===== src/rtl/rv32_pkg.sv =====
// rv32_pkg: shared RV32I widths, opcode constants and immediate-format classification
package rv32_pkg;

    localparam int XLEN = 32;
    localparam int REGW = 5;

    localparam logic [6:0] OP_LUI    = 7'h37;
    localparam logic [6:0] OP_AUIPC  = 7'h17;
    localparam logic [6:0] OP_JAL    = 7'h6F;
    localparam logic [6:0] OP_JALR   = 7'h67;
    localparam logic [6:0] OP_BRANCH = 7'h63;
    localparam logic [6:0] OP_LOAD   = 7'h03;
    localparam logic [6:0] OP_STORE  = 7'h23;
    localparam logic [6:0] OP_IMM    = 7'h13;
    localparam logic [6:0] OP_REG    = 7'h33;

    // FMT_X marks an unrecognised opcode (including InstrDat[1:0] != 2'b11)
    typedef enum logic [2:0] {FMT_R, FMT_I, FMT_S, FMT_B, FMT_U, FMT_J, FMT_X} imm_fmt_e;

    function automatic imm_fmt_e fmt_of(input logic [6:0] op);
        case (op)
            OP_REG:                   return FMT_R;
            OP_IMM, OP_LOAD, OP_JALR: return FMT_I;
            OP_STORE:                 return FMT_S;
            OP_BRANCH:                return FMT_B;
            OP_LUI, OP_AUIPC:         return FMT_U;
            OP_JAL:                   return FMT_J;
            default:                  return FMT_X;
        endcase
    endfunction

endpackage


===== src/rtl/imm_gen.sv =====
// imm_gen: classifies the instruction format and builds its sign-extended immediate
module imm_gen
    import rv32_pkg::*;
(
    input  logic [31:0]     instr,
    output logic [XLEN-1:0] imm,
    output imm_fmt_e        fmt
);

    always_comb begin
        fmt = fmt_of(instr[6:0]);
        imm = fmt == FMT_I ? {{20{instr[31]}}, instr[31:20]} :
              fmt == FMT_S ? {{20{instr[31]}}, instr[31:25], instr[11:7]} :
              fmt == FMT_B ? {{19{instr[31]}}, instr[31], instr[7], instr[30:25], instr[11:8], 1'b0} :
              fmt == FMT_U ? {instr[31:12], 12'b0} :
              fmt == FMT_J ? {{11{instr[31]}}, instr[31], instr[19:12], instr[20], instr[30:21], 1'b0} :
              '0;
    end

endmodule


===== src/rtl/decode_stage.sv =====
// decode_stage: RV32I decode with load-use bubble insertion and the ID/EX pipeline register
module decode_stage
    import rv32_pkg::*;
(
    input  logic            Clk,
    input  logic            Rst,
    input  logic            InstrValid,
    input  logic [31:0]     InstrDat,
    input  logic [XLEN-1:0] InstrPC,
    output logic            InstrReady,
    output logic [REGW-1:0] RS1Sel,
    output logic [REGW-1:0] RS2Sel,
    input  logic [XLEN-1:0] RS1Dat,
    input  logic [XLEN-1:0] RS2Dat,
    input  logic            Flush,
    input  logic            ExReady,
    output logic            ExValid,
    output logic [XLEN-1:0] ExPC,
    output logic [XLEN-1:0] ExRS1,
    output logic [XLEN-1:0] ExRS2,
    output logic [XLEN-1:0] ExImm,
    output logic [REGW-1:0] ExRD,
    output logic [6:0]      ExOpcode,
    output logic [2:0]      ExFunct3,
    output logic            ExFunct7b5,
    output logic            ExRegWen,
    output logic            ExMemRead,
    output logic            ExMemWrite,
    output logic            ExIllegal
);

    logic [XLEN-1:0] imm;
    imm_fmt_e        fmt;
    logic [REGW-1:0] rd;
    logic            uses_rs1;
    logic            uses_rs2;
    logic            has_rd;
    logic            stall;
    logic            advance;
    logic            accept;

    imm_gen u_imm_gen (
        .instr (InstrDat),
        .imm   (imm),
        .fmt   (fmt)
    );

    assign RS1Sel = InstrDat[19:15];
    assign RS2Sel = InstrDat[24:20];

    always_comb begin
        uses_rs1 = fmt inside {FMT_R, FMT_I, FMT_S, FMT_B};
        uses_rs2 = fmt inside {FMT_R, FMT_S, FMT_B};
        has_rd   = fmt inside {FMT_R, FMT_I, FMT_U, FMT_J};
        rd       = has_rd ? InstrDat[11:7] : '0;
    end

    // A load still in ID/EX cannot supply its result to the instruction behind it
    assign stall = InstrValid & ExValid & ExMemRead & (|ExRD) &
                   ((uses_rs1 & (ExRD == RS1Sel)) | (uses_rs2 & (ExRD == RS2Sel)));

    assign advance    = ExReady | ~ExValid;
    assign InstrReady = advance & ~stall & ~Flush;
    assign accept     = InstrValid & InstrReady;

    always_ff @(posedge Clk or negedge Rst) begin
        if (!Rst) begin
            ExValid    <= 1'b0;
            ExPC       <= '0;
            ExRS1      <= '0;
            ExRS2      <= '0;
            ExImm      <= '0;
            ExRD       <= '0;
            ExOpcode   <= '0;
            ExFunct3   <= '0;
            ExFunct7b5 <= 1'b0;
            ExRegWen   <= 1'b0;
            ExMemRead  <= 1'b0;
            ExMemWrite <= 1'b0;
            ExIllegal  <= 1'b0;
        end else begin
            ExValid <= Flush ? 1'b0 : advance ? InstrValid & ~stall : ExValid;
            if (accept) begin
                ExPC       <= InstrPC;
                ExRS1      <= RS1Dat;
                ExRS2      <= RS2Dat;
                ExImm      <= imm;
                ExRD       <= rd;
                ExOpcode   <= InstrDat[6:0];
                ExFunct3   <= InstrDat[14:12];
                ExFunct7b5 <= InstrDat[30];
                ExRegWen   <= has_rd & (|rd);
                ExMemRead  <= InstrDat[6:0] == OP_LOAD;
                ExMemWrite <= InstrDat[6:0] == OP_STORE;
                ExIllegal  <= fmt == FMT_X;
            end
        end
    end

endmodule

===== config.mk =====
export PLATFORM = sky130hd
export DESIGN_NAME = decode_stage
export DESIGN_NICKNAME = d
export VERILOG_FILES = /design/src/rtl/rv32_pkg.sv /design/src/rtl/imm_gen.sv /design/src/rtl/decode_stage.sv
export SDC_FILE = /design/constraint.sdc
export NUM_CORES = 1
export LEC_CHECK = 0
export BUFFER_PORTS_ARGS = -buffer_cell sky130_fd_sc_hd__buf_4
export CORE_ASPECT_RATIO = 0.8
export CORE_MARGIN = 3
export CORE_UTILIZATION = 44
export CTS_BUF_LIST = sky130_fd_sc_hd__clkbuf_2 sky130_fd_sc_hd__clkbuf_4 sky130_fd_sc_hd__clkbuf_8
export DETAILED_ROUTE_END_ITERATION = 8
export PLACE_DENSITY_LB_ADDON = 0.15
export SLEW_MARGIN = 15
export SYNTH_ARGS = -nofsm -noshare
export SYNTH_HDL_FRONTEND = slang
export SYNTH_SLANG_ARGS = --single-unit

===== constraint.sdc =====
create_clock -name Clk -period 2.05 [get_ports Clk]
set_input_delay 0.1025 -clock Clk [delete_from_list [all_inputs] [get_ports Clk]]
set_output_delay 0.1025 -clock Clk [all_outputs]
set_load 0.02 [all_outputs]

=== Yosys cells after proc, flatten, opt, wreduce, memory -nomap -nowiden ===
Cells that the tools add are included.

* Register bits: 149
* Output and inout bits: 160
* Word-level logic and storage cells: 64

* Equal/unequal tests: 17
* Reductions and logical operators: 9
* Bitwise logic cells: 16
* Muxes and demuxes: 9

{| class="wikitable"
|+ Operators with widths
! kind !! number
|-
| 32-bit two-way mux || 5
|-
| 7-bit by 6-bit equality test with 1-bit output (second input constant) || 3
|-
| 7-bit equality test (second input constant) || 3
|-
| 3-bit one-hot mux with 6 select lines || 1
|-
| 7-bit by 5-bit equality test with 1-bit output (second input constant) || 2
|-
| 1-bit AND || 11
|-
| 5-bit equality test || 2
|-
| 5-bit OR reduction || 2
|-
| 3-bit equality test (second input constant) || 3
|-
| 4-bit nonzero test || 2
|-
| 7-bit by 2-bit equality test with 1-bit output (second input constant) || 1
|-
| 3-bit by 2-bit equality test with 1-bit output (second input constant) || 2
|-
| 5-bit two-way mux || 1
|-
| 3-bit by 1-bit equality test with 1-bit output (second input constant) || 1
|-
| 3-bit logical NOT || 1
|-
| 1-bit NOT || 3
|-
| 3-bit nonzero test || 1
|-
| 3-bit OR reduction || 1
|-
| 1-bit two-way mux || 2
|-
| 1-bit OR || 2
|-
| 2-bit nonzero test || 1
|-
| 2-bit OR reduction || 1
|}

=== Longest topological paths before layout ===
* Word-level depth: 12
* Gate-level depth with buffers: 9
* Mapped depth without buffers: 5

=== Hierarchy ===
Synthesis repeated with hierarchy kept, for this count alone.

* Cells, all modules: 437
* Area, all modules: 6967.9 um2

{| class="wikitable"
|+ By module, submodules not included
! module !! instances !! cells each !! area an instance (um2)
|-
| decode_stage || 1 || 364 || 6431.2
|-
| imm_gen || 1 || 73 || 536.8
|}

=== Worst setup path before layout ===
No wires, ideal clock.

* Path type: reg-to-reg
* From: register ExRD[1]
* To: register ExImm[0]
* Cell stages (with the launch flop): 9
* Data required time: 1925 ps
* Data arrival time: 2219 ps
* Library setup time: 125 ps
* Setup slack: -295 ps
* Cells stage by stage: dfrtp_1 -> or4_1 -> o211ai_1 -> or4_4 -> o211a_1 -> buf_2 -> buf_6 -> buf_6 -> mux2_4

* Word-level cells in the longest chain between the ends: 8
* Elaborated cells on any way between the ends: 12
* Those cells by class: eq/ne: 2; bitwise: 9; reduce/logical: 1

{| class="wikitable"
|+ RTL lines
! what !! RTL line !! RTL
|-
| from (decl) || decode_stage.sv:22 || <nowiki>output logic [REGW-1:0] ExRD,</nowiki>
|-
| from (signal assigned) || decode_stage.sv:88 || <nowiki>ExRD <= rd;</nowiki>
|-
| 5-bit equality test || decode_stage.sv:60 || <nowiki>((uses_rs1 & (ExRD == RS1Sel)) | (uses_rs2 & (ExRD == RS2Sel)));</nowiki>
|-
| 1-bit AND || decode_stage.sv:60 ||
|-
| 1-bit OR || decode_stage.sv:60 ||
|-
| 1-bit AND * || decode_stage.sv:59 || <nowiki>assign stall = InstrValid & ExValid & ExMemRead & (|ExRD) &</nowiki>
|-
| 1-bit NOT * || decode_stage.sv:63 || <nowiki>assign InstrReady = advance & ~stall & ~Flush;</nowiki>
|-
| 1-bit AND * (2 in a row) || decode_stage.sv:63 ||
|-
| 1-bit AND * || decode_stage.sv:64 || <nowiki>assign accept = InstrValid & InstrReady;</nowiki>
|-
| to (signal assigned) || decode_stage.sv:87 || <nowiki>ExImm <= imm;</nowiki>
|-
| to (decl) || decode_stage.sv:21 || <nowiki>output logic [XLEN-1:0] ExImm,</nowiki>
|}

Every way passes the cells marked *; elsewhere a longest branch is shown, timed or not.
A chain may end at the register's enable or synchronous reset.

=== Worst setup path after layout ===
* From: register ExRD[1]
* To: register ExPC[7]

* Word-level cells in the longest chain between the ends: 8
* Elaborated cells on any way between the ends: 12
* Those cells by class: eq/ne: 2; bitwise: 9; reduce/logical: 1

{| class="wikitable"
|+ RTL lines
! what !! RTL line !! RTL
|-
| 5-bit equality test || decode_stage.sv:60 ||
|-
| 1-bit AND || decode_stage.sv:60 ||
|-
| 1-bit OR || decode_stage.sv:60 ||
|-
| 1-bit AND * || decode_stage.sv:59 ||
|-
| 1-bit NOT * || decode_stage.sv:63 ||
|-
| 1-bit AND * (2 in a row) || decode_stage.sv:63 ||
|-
| 1-bit AND * || decode_stage.sv:64 ||
|-
| to (signal assigned) || decode_stage.sv:84 || <nowiki>ExPC <= InstrPC;</nowiki>
|-
| to (decl) || decode_stage.sv:18 || <nowiki>output logic [XLEN-1:0] ExPC,</nowiki>
|}

Marks and branches as above.

==> qor.yml <==
status: "finished with violations"
violations: "setup timing"
power_mw: 8.91
ys.flop_type: "dfrtp_1"
cts_buffers: 17
cts_sinks: 149
crit_chain: "or4_4, o211ai_1, or4_4, o211a_4, buf_12, clkbuf_16, mux2_2"
setup_viol: 149
r2r_cells: 7
htree_num_levels: 4
grt_pass1_vias: 6134
max_cap_viol_count: 0
fmax_ghz: 0.410
fin_setup_tns_ns: -49.14
gp_congestion: 0.864
placed_cells: 959
dieArea_sq_um: 16600
seq_area_sq_um: 3730
dr_total_vias: 5844
grt_pass1_wl_mm: 33.3
ir_drop_v: 0.000548
finalCritPeriodShare: 1.19
cpMostUsedCell: "or4_4"
cp_max_fo: 5
dpl.hpwl_mm: 14.1
syn_nets: 605
synth_cells: 472
final_cells: 1138
die_h_microns: 116
worst_pin_slew_ns: 0.539
drt_iter0_markers: 366
rows: 39
p_per_area_nw_per_um2: 761
portBuffers: 292
viasPerCell: 5.14
wire_per_inst_microns: 21.1
p_leak_nw: 5.72
die_w_microns: 143
synth_seq_area_share: 0.562
first_pass_iters: 5
core_sq_um: 14500
yosysWarningCount: 0
ys_ff_latch: 149
crit_type: "reg -> reg"
ant_nets: 0
critPathCaptureType: "flop"
synth_area_leaders: "dfrtp_1 (56%), mux2_4 (12%), mux2_2 (11%)"
maxSlewViolCount: 0
start_util: 0.457
timing.final.ws_setup_ns: -0.389
overflow: 0
cts_tree: "built"
fin_nets: 1074
drc: 0
r2r_start: "ExRD[1]"
min_period_ns: 2.44
regToRegSetupSlack_ns: -0.39
min_to: "ExOpcode[5]"
grt_max_degree: 50
synth-async-reset-ratio: 1.00
clk_latency_ns: 0.45
ios: 293
hp-start: "InstrDat[5]"
areaGrowthSynthToFinish_pct: 76.7
grt_usage: 0.261
multi_input_area_sq_um: 2820
path_clk_slew_ns: 0.08
nFillCells: 809
synth_top_area_frac: 0.562
synth-edff-count: 0
drive_gt1_frac: 0.561
crit_slowest_cell: "or4_4"
hold_class: "in -> reg"
r2r_end: "ExPC[7]"
grt_antenna_before_repair: 1
syn_area_sq_um: 6630
yosysTopAreaCell: "dfrtp_1"
worst_slew_margin_rel: 0.638
final_hold_viol_count: 0
crit_arrival_ns: 2.77
hold_depth: 3
final.setup_skew_ns: 0.0191
rsz0062_at_grt: "yes"
ys_types: 43
clock_path_buffers: 2
crit_path_start_kind: "flop"
clock_tree.root_cell: "clkbuf_8"
drt_wl_total_mm: 24.1
critical-path-max-stage-delay_ns: 0.55
avgSynthCellArea_sq_um: 14.0
critPathRequiredTime_ns: 2.38
cells in the mapped netlist (5+ instances only):
library cell / number
dfrtp_1: 149
o21ai_0: 5
mux2_4: 52
a21oi_1: 18
buf_2: 10
nand2_1: 22
xnor2_1: 7
inv_1: 21
buf_6: 8
a211oi_1: 6
mux2_2: 64
clkbuf_1: 5
buf_4: 11
a22o_1: 9
a32o_1: 11
mux2i_1: 19
logic make-up (layout without fill, tap and decap cells):
family | Yosys count | after routing | share of synthesized area
flip-flops | 149 | 149 | 0.562
multiplexers | 135 | 135 | 0.255
AO/OA/AOI/OAI | 63 | 63 | 0.0700
buffers and inverters | 58 | 539 | 0.0500
AND/OR/NAND/NOR | 57 | 57 | 0.0491
XOR/XNOR | 10 | 10 | 0.0132
other | 0 | 1 | 0
placed cells by master (no fill, tap or decap), types with 2 or more instances in the layout:
| cell type | instances |
|---|---|
| o211ai_1 | 3 |
| buf_12 | 14 |
| buf_8 | 2 |
| mux2_4 | 102 |
| nand3_1 | 2 |
| clkinv_4 | 3 |
| clkbuf_8 | 18 |
| dfrtp_1 | 145 |
| mux2i_1 | 18 |
| o21bai_1 | 2 |
| buf_4 | 327 |
| buf_6 | 14 |
| dlygate4sd3_1 | 118 |
| mux2_2 | 14 |
| buf_16 | 2 |
| clkinv_2 | 3 |
| inv_1 | 21 |
| xnor2_1 | 2 |
| a32o_1 | 11 |
| or4_4 | 2 |
| and3_1 | 4 |
| clkbuf_16 | 10 |
| nor3_1 | 4 |
| a211o_1 | 3 |
| nand2_1 | 22 |
| bufinv_16 | 4 |
| and2_1 | 2 |
| a211oi_1 | 6 |
| a21oi_1 | 18 |
| nor4_1 | 2 |
| dfrtp_2 | 4 |
| nor2b_1 | 3 |
| nor2_1 | 3 |
| nand2b_1 | 3 |
| o21ai_0 | 5 |
| a22o_1 | 9 |
| xor2_1 | 3 |
| nand3b_4 | 2 |
| xnor2_2 | 5 |
layout make-up:
| class | instances | area share |
|---|---|---|
| repair buffers | 487 | 0.376 |
| flip-flops and latches | 149 | 0.319 |
| multi-input cells | 265 | 0.241 |
| clock buffers | 19 | 0.0218 |
| well taps | 184 | 0.0197 |
| clock inverters | 12 | 0.0152 |
| inverters | 21 | 0.00673 |
| diodes | 1 | 0.000214 |
power by group:
part           switching (mW)  internal [mW]
logic                    1.26           1.53
clock network            1.16           1.37
registers               0.262           3.33
registers in the layout, indices dropped and copies added, names as in the netlist, 3 cells and up:
register / flops
ExRS1: 32
ExFunct3: 3
ExOpcode: 7
ExPC: 32
ExRS2: 32
ExRD: 5
ExImm: 32
how the worst max path moves through the flow:
stage	endpoint	from	slack [ns]
final	ExPC[7]	ExRD[1]	-0.39
after CTS	InstrReady	ExRD[1]	-0.24
after detailed placement	ExImm[14]	ExRD[2]	-0.31
after global placement	ExImm[31]	ExRD[2]	-0.24
after global routing	ExPC[7]	ExRD[1]	-0.45
after floorplan	ExImm[0]	ExRD[2]	-0.24
critical path: cells and delay by family, from the launching register on:
kind | cells | cell delay, ns
flip-flops | 1 | 0.42
AND/OR/NAND/NOR | 2 | 0.76
buffers and inverters | 2 | 0.32
multiplexers | 1 | 0.33
AO/OA/AOI/OAI | 2 | 0.50
through the flow:
step / hold WS (ns) / setup WS [ns] / area (sq um) / utilization
after floorplan: -0.193 / -0.239 / 6710 / -
after detailed placement: 0.0792 / -0.314 / 9310 / 0.643
after CTS: 0.00682 / -0.239 / 11300 / 0.780
after global routing: 0.00995 / -0.449 / 11700 / 0.808
after global placement: 0.0686 / -0.237 / 9310 / 0.643
final: 0.0424 / -0.389 / 11700 / 0.808
layer usage:
metal / share of wire / global-route usage / vias to the layer above
met1: 0.40 / 0.327 / 2883
met4: 0.029 / 0.107 / 0
met3: 0.071 / 0.0685 / 52
met2: 0.50 / 0.435 / 307
li1: - / - / 2602
met5: 0 / 0 / -
what timing repair did:
action	in CTS	in global routing
hold buffers	118	0
setup endpoints to repair	146	149
cloned	4	11
pin swaps	2	3
endpoints found under the hold margin	219	0
buffers inserted	15	2
gates resized for setup	32	50
Note: power is estimated with default switching activity, not from simulation.
